File: config.mk
export PLATFORM = sky130hd
export DESIGN_NAME = uart8_rx_controller
export DESIGN_NICKNAME = d
export VERILOG_FILES = /design/src/rtl/uart8_rx_controller.sv
export SDC_FILE = /design/constraint.sdc
export NUM_CORES = 1
export LEC_CHECK = 0
export CAP_MARGIN = 20
export CORE_UTILIZATION = 55
export DETAILED_ROUTE_END_ITERATION = 8
export DONT_BUFFER_PORTS = 1
export PLACE_DENSITY = 0.76
export SLEW_MARGIN = 25
export SYNTH_ARGS = -nofsm -noshare
export SYNTH_HDL_FRONTEND = slang
export SYNTH_SLANG_ARGS = --single-unit
File: constraint.sdc
create_clock -name clk -period 3.35 [get_ports clk]
set_input_delay 0.67 -clock clk [delete_from_list [all_inputs] [get_ports clk]]
set_output_delay 0.67 -clock clk [all_outputs]
set_load 0.01 [all_outputs]
File: src/rtl/uart8_rx_controller.sv
// Sequencing and buffering controller for the 16x-oversampled 8-bit UART receiver.
// Turns level-held done/err into events, queues bytes, tracks errors and line idle.
module uart8_rx_controller #(
    parameter int FIFO_DEPTH         = 4,
    parameter int ERR_RECOVER_TICKS  = 64,
    parameter int RECOVER_LEN        = 2,
    parameter int IDLE_TIMEOUT_TICKS = 160
) (
    input  logic       clk,
    input  logic       rst,
    input  logic       enable,
    input  logic       rxBusy,
    input  logic       rxDone,
    input  logic       rxErr,
    input  logic [7:0] rxData,
    output logic       rxEn,
    output logic [7:0] dataOut,
    output logic       dataValid,
    input  logic       dataReady,
    output logic       overflow,
    output logic [7:0] errCount,
    input  logic       clearStatus,
    output logic       idle
);

    localparam int PW = $clog2(FIFO_DEPTH);
    localparam int CW = PW + 1;
    localparam int EW = $clog2(ERR_RECOVER_TICKS + 1);
    localparam int RW = $clog2(RECOVER_LEN + 1);
    localparam int IW = $clog2(IDLE_TIMEOUT_TICKS + 1);

    localparam logic [EW-1:0] ERR_LAST  = EW'(ERR_RECOVER_TICKS - 1);
    localparam logic [RW-1:0] REC_LAST  = RW'(RECOVER_LEN - 1);
    localparam logic [IW-1:0] IDLE_LAST = IW'(IDLE_TIMEOUT_TICKS - 1);
    localparam logic [CW-1:0] DEPTH     = CW'(FIFO_DEPTH);

    localparam logic [1:0] S_DISABLED = 2'd0;
    localparam logic [1:0] S_ENABLING = 2'd1;
    localparam logic [1:0] S_RUN      = 2'd2;
    localparam logic [1:0] S_RECOVER  = 2'd3;

    logic [1:0]    state;
    logic [1:0]    state_next;
    logic [7:0]    mem [FIFO_DEPTH];
    logic [PW-1:0] wr_ptr;
    logic [PW-1:0] rd_ptr;
    logic [CW-1:0] count;
    logic          done_q;
    logic          err_q;
    logic [EW-1:0] err_run;
    logic [RW-1:0] rec_cnt;
    logic [IW-1:0] idle_cnt;
    logic          idle_armed;

    logic in_run;
    logic push_evt;
    logic err_evt;
    logic err_hit;
    logic full;
    logic pop;
    logic push_ok;
    logic drop;

    assign in_run    = (state == S_RUN);
    assign rxEn      = (state == S_ENABLING) || in_run;
    assign push_evt  = in_run && rxDone && !done_q;
    assign err_evt   = in_run && rxErr && !err_q;
    assign err_hit   = in_run && rxErr && (err_run == ERR_LAST);
    assign full      = (count == DEPTH);
    assign dataValid = (count != '0);
    assign pop       = dataValid && dataReady;
    assign push_ok   = push_evt && (!full || pop);
    assign drop      = push_evt && full && !pop;
    assign dataOut   = dataValid ? mem[rd_ptr] : 8'h00;

    always_comb begin
        state_next = state;
        if (!enable) begin
            state_next = S_DISABLED;
        end else begin
            case (state)
                S_DISABLED: state_next = S_ENABLING;
                S_ENABLING: state_next = S_RUN;
                S_RUN:      if (err_hit) state_next = S_RECOVER;
                S_RECOVER:  if (rec_cnt == REC_LAST) state_next = S_ENABLING;
                default:    state_next = S_DISABLED;
            endcase
        end
    end

    always_ff @(posedge clk) begin
        if (rst) begin
            state      <= S_DISABLED;
            wr_ptr     <= '0;
            rd_ptr     <= '0;
            count      <= '0;
            done_q     <= 1'b0;
            err_q      <= 1'b0;
            err_run    <= '0;
            rec_cnt    <= '0;
            idle_cnt   <= '0;
            idle_armed <= 1'b0;
            idle       <= 1'b0;
            overflow   <= 1'b0;
            errCount   <= 8'h00;
            for (int i = 0; i < FIFO_DEPTH; i++) begin
                mem[i] <= 8'h00;
            end
        end else begin
            state  <= state_next;
            // Masking with rxEn keeps a level held across a disable from re-firing.
            done_q <= rxEn && rxDone;
            err_q  <= rxEn && rxErr;

            if (in_run && rxErr && state_next == S_RUN) begin
                err_run <= err_run + 1'b1;
            end else begin
                err_run <= '0;
            end

            if (state == S_RECOVER && state_next == S_RECOVER) begin
                rec_cnt <= rec_cnt + 1'b1;
            end else begin
                rec_cnt <= '0;
            end

            if (push_ok) begin
                mem[wr_ptr] <= rxData;
                wr_ptr      <= wr_ptr + 1'b1;
            end
            if (pop) begin
                rd_ptr <= rd_ptr + 1'b1;
            end
            case ({push_ok, pop})
                2'b10:   count <= count + 1'b1;
                2'b01:   count <= count - 1'b1;
                default: count <= count;
            endcase

            if (clearStatus) begin
                overflow <= drop;
            end else if (drop) begin
                overflow <= 1'b1;
            end

            if (clearStatus) begin
                errCount <= {7'b0, err_evt};
            end else if (err_evt && errCount != 8'hFF) begin
                errCount <= errCount + 1'b1;
            end

            idle <= 1'b0;
            if (push_ok) begin
                idle_armed <= 1'b1;
                idle_cnt   <= '0;
            end else if (!in_run) begin
                idle_armed <= 1'b0;
                idle_cnt   <= '0;
            end else if (idle_armed) begin
                if (rxBusy) begin
                    idle_cnt <= '0;
                end else if (idle_cnt == IDLE_LAST) begin
                    idle       <= 1'b1;
                    idle_armed <= 1'b0;
                    idle_cnt   <= '0;
                end else begin
                    idle_cnt <= idle_cnt + 1'b1;
                end
            end
        end
    end

endmodule

## Word level (Yosys, flattened, before mapping)

Memories as Yosys holds them, arrays and structs flattened. A register that Yosys moved wholly into a read port is not among the register bits.
Index checks and enable logic that the tools add are counted.

| cells by class | value |
|---|---|
| multiplexer cells | 28 |
| equality and inequality tests | 12 |
| add/subtract/negate cells | 8 |
| bitwise logic cells | 4 |
| reductions and logical operators | 31 |

Operator list:

| cell | count |
|---|---|
| $mux W8 | 4 |
| $add A8 B1 Y8 const B | 2 |
| $mux W1 | 16 |
| $logic_and A1 B1 Y1 | 14 |
| $mux W2 | 6 |
| $eq A2 B2 Y1 const B | 5 |
| $eq A8 B8 Y1 const B | 1 |
| $ne A8 B8 Y1 const B | 1 |
| $pmux W2 S4 | 1 |
| $reduce_or A8 Y1 | 1 |
| $add A7 B1 Y7 const B | 1 |
| $eq A7 B6 Y1 const B | 1 |
| $add A2 B1 Y2 const B | 3 |
| $eq A2 B1 Y1 const B | 3 |
| $pmux W3 S2 | 1 |
| $reduce_bool A2 Y1 | 3 |
| $reduce_or A2 Y1 | 3 |
| $reduce_or A5 Y1 | 1 |
| $logic_not A1 Y1 | 4 |
| $not A1 Y1 | 4 |
| $add A3 B1 Y3 const B | 1 |
| $eq A3 B3 Y1 const B | 1 |
| $reduce_bool A3 Y1 | 1 |
| $reduce_or A3 Y1 | 1 |
| other kinds (3) | 4 |

| storage, ports and cells | value |
|---|---|
| flip-flop bits (word level) | 39 |
| output and inout port bits | 20 |
| bits of input ports | 16 |
| bits in writable memories | 32 |
| memories | 1 |
| word-level logic and storage cells | 98 |

Memories:

| name | words | bits a word | read ports | clocked after memory_dff | wr ports | line | RTL |
|---|---|---|---|---|---|---|---|
| mem | 4 | 8 | 1 | 1 | 4 | 44 | `logic [7:0] mem [FIFO_DEPTH];` |

## Longest topological paths before layout

| depth | value |
|---|---|
| word-level depth | 10 |
| gate-level depth with buffers | 9 |
| gate-level depth less buffers | 8 |

## Worst setup path before layout

No wires, ideal clock.

| timing path | value |
|---|---|
| kind | register to register |
| start | register state[0] |
| end | register count[2] |
| buffers on the path | 1 |
| arrival | 2.093 ns |
| data required time | 3.229 ns |
| path slack | 1.136 ns |
| cell stages (with the launch flop) | 10 |
| path through | dfxtp_1 inv_1 ha_1 buf_2 nand3b_1 and2_4 inv_1 fa_1 mux2i_1 mux2_2 |

| on the way | value |
|---|---|
| longest elaborated chain between the ends | 6 |
| elaborated cells between the ends (all ways) | 8 |
| those cells by class | eq/ne: 3; mux: 1; reduce/logical: 4 |

RTL lines:

| item | line | RTL |
|---|---|---|
| from (decl) | 42 | `logic [1:0] state;` |
| from (signal assigned) | 110 | `state <= state_next;` |
| $eq A2 B2 Y1 * | 64 | `assign in_run = (state == S_RUN);` |
| $logic_and A1 B1 Y1 * (2 in series) | 66 | `assign push_evt = in_run && rxDone && !done_q;` |
| $logic_and A1 B1 Y1 * | 72 | `assign push_ok = push_evt && (!full \|\| pop);` |
| $eq A2 B1 Y1 or $eq A2 B2 Y1 (tied branches) | 134 | `case ({push_ok, pop})` |
| $pmux W3 S2 or $reduce_bool A2 Y1 (tied branches) | -- |  |
| to (signal assigned) | 135 | `2'b10: count <= count + 1'b1;` |
| to (signal assigned) | 136 | `2'b01: count <= count - 1'b1;` |
| to (signal assigned) | 137 | `default: count <= count;` |
| to (decl) | 47 | `logic [CW-1:0] count;` |

Mark *: on every way between the ends. The rest lies on a longest branch, timed or not.
A chain may end at the register's enable or synchronous reset.

==> metrics.md <==
| Metric | Value |
|---|---|
| Count leader, synth | dfxtp_1 |
| RSZ-0062 raised after global routing | false |
| Compound-gate portion of the synthesized area | 0.0756 |
| Post-DP HPWL | 4.30 mm |
| Gates resized, CTS repair | 0 |
| Area fraction of the dominant cell type after synthesis | 0.285 |
| CTS clk-pin slew, worst paths | 0.07 ns |
| Slew @ Worst Pin | 0.710 ns |
| Antenna violations before repair | 0 |
| Clock Sinks | 73 |
| Setup TNS after final layout | 0 ns |
| Crit-path slowest cell | nor3_2 |
| FF+latch area | 0.00178 mm² |
| Die Y | roughly 80 µm |
| H-Tree Depth | 3 |
| Primary FF master, synth | dfxtp_1 |
| Slew Viols, Final | 0 |
| DRC Markers | 0 |
| Post-CTS Setup Inserts | 0 |
| Critical Path RT | 3.36 ns |
| Post-Synth Adder-Cell Area | 0.0393 |
| First-pass GRT wire length | 9.92 mm |
| Die footprint | 0.00645 mm² |
| Main combinational cell family by area after synthesis | simple AND/OR/NAND/NOR gates |
| Startpoint Class | register |
| Max-cap check violation count | 0 |
| CP Data Arrival Time | between 2 and 3 ns |
| Post-route ant nets | 0 |
| Filler instances | 463 |
| GRT overflow | 0 |
| Most common library cells after synthesis | dfxtp_1, and2_1, edfxtp_1 |
| I/O Buffers | 0 |
| Area Growth Syn to Fin | 8.34% |
| Setup-failing EPs final | 0 |
| Fin util | 0.617 |
| Worst VDD drop | 0.251 mV |
| Post-route minimum period | 2.70 ns |
| CTS root buffer | clkbuf_8 |
| GR Util All Layers | 0.207 |
| Post-Synth Simple-Gate Area | 0.230 |
| Nature of the critical path endpoint | register |
| Critical-path maximum fanout | 12 |
| Cell Rows | 28 |
| Worst clock skew | 0.00798 ns |
| Mux share of post-synthesis cell area | 0.0719 |
| CORE AREA | roughly 0.0059 mm² |
| Largest net degree at the start of global routing | 18 |
| Critical path, cell by cell | ha_1 -> nand3b_1 -> nor3_2 -> nor3b_2 -> or2_1 |
| Antenna Cells | 0 |
| Via Count | roughly 2200 |
| PwrDens | about 540 mW/mm² |
| Routed WL per cell | 15.6 µm |
| Mapped Cells | 305 |
| TritonCTS clock tree | built |
| Share of cells above drive strength 1 | 0.121 |
| Vias in the first global route | 2083 |
| Post-synth cell types | between 40 and 50 |
| HP Class | in -> reg |
| Drt first-iter violations | between 80 and 90 |
| Pre-antenna DRT Iters | 4 |
| Rel. slew slack | 0.523 |
| Initial Utilization | 0.570 |
| Maximum clock insertion buffer count | 2 |
| Syn avg cell area | 11.1 µm² |
| Cts hold-fix bufs | 0 |
| Number of flops mapped to enable cells by yosys | 32 |
| Status | completed |
| Die Span X | 80.3 µm |
| Hold Violations, Final | 0 |
| XOR/XNOR Fraction of Synth Area | 0.0286 |
| Area of the multi-input gates | 0.00150 mm² |
| Mapped Nets | 331 |
| Crit-path max cell delay | 0.52 ns |
| CTS buffer count | 9 |
| Final WL | 6.05 mm |
| Sequential area share after synthesis | 0.528 |
| Cell taking the most area after synthesis | edfxtp_1 |
| Register bit total from synthesis | 73 |
| Gpl congestion | 0.759 |
| Max Freq | 370 MHz |
| Syn. warnings | 0 |
| Area contributors post-synth | edfxtp_1, dfxtp_1, and2_1 |
| Critical path class | reg -> reg |
| Nets | 334 |
| Final period util | 0.806 |
| # IOs | 36 |
| Mapped Area | 0.00337 mm² |
| Leakage | 1.29 nW |
| Clk_lat worst skew | between 0.3 and 0.4 ns |
| Ys async rst share | 0 |
| DR vias/cell | about 5.7 |
## metrics by stage
stage               setup slack [ns]  std cells  instance area (µm²)  hold WS, ns  total power [mW]
global placement               0.827        372                 3440        0.415              1.29
CTS                            0.625        388                 3660        0.382              2.01
floorplan                       1.14        305                 3370        0.405              1.24
global route                   0.401        388                 3660        0.373              2.08
finish                         0.651        388                 3660        0.400              1.99
detailed placement             0.681        372                 3440        0.426              1.30
## cells by family (layout without fill, tap and decap cells)
kind of cell             Yosys count  in the layout
multiplexers                      14             14
flip-flops                        73             73
adder cells (fa/ha/maj)           10             10
XOR/XNOR                          11             11
buffers and inverters             23             31
AO/OA/AOI/OAI                     39             39
AND/OR/NAND/NOR                  135            135
## sequential cells by signal, summed over array words and instances (netlist names), 2 cells and up, named ones only
signal and flops:
wr_ptr 2, rec_cnt 2, mem 32, err_run 7, state 2, idle_cnt 8, count 3, errCount 8
rd_ptr 2
## cell usage in the layout, fill, tap and decap left out, types with 5 or more instances in the layout
cell type,n
a21oi_1,12
and2_1,33
clkbuf_8,11
dfxtp_1,41
edfxtp_1,32
ha_1,9
inv_1,13
mux4_2,8
nand2_1,14
nand3_1,8
nand4_1,6
nor2_1,30
nor2b_1,10
nor3_1,5
o21ai_0,9
xnor2_1,6
xor2_1,5
## worst paths after layout
kind | from | to | slack (ns) | depth (start not counted)
worst max-delay path | state[1] | mem[2][5] | 0.65 | 5
worst min-delay path | rst | rd_ptr[0] | 0.40 | 1
worst max register to register | state[1] | mem[2][5] | 0.65 | 5
worst min register to register | rec_cnt[0] | rec_cnt[0] | 0.44 | 1
## report_power, final
part / internal (mW) / switching, mW
logic: 0.127 / 0.136
clock network: 0.400 / 0.311
registers: 0.966 / 0.0490
## layer usage
layer  part of all wire  vias to the layer above  GRT usage
met4              0.017                        0     0.0696
li1                   -                     1090          -
met1               0.44                     1054      0.249
met2               0.48                       63      0.341
met5                  0                        -          0
met3              0.062                        8     0.0784
## area by class of cell
type	instances	area share
timing repair buffer	2	0.00411
multi-input combinational	209	0.411
inverter	13	0.0133
tap	75	0.0257
clock inverter	1	0.00137
sequential	73	0.487
clock buffer	15	0.0572
## worst max-delay path, delay by kind of cell (launching register included)
| kind | cells | cell delay, ns |
|---|---|---|
| DFF | 1 | 0.45 |
| adders and majority gates | 1 | 0.37 |
| and+or+nand+nor | 4 | 1.56 |
No activity file was read; power rests on OpenSTA's default activity.
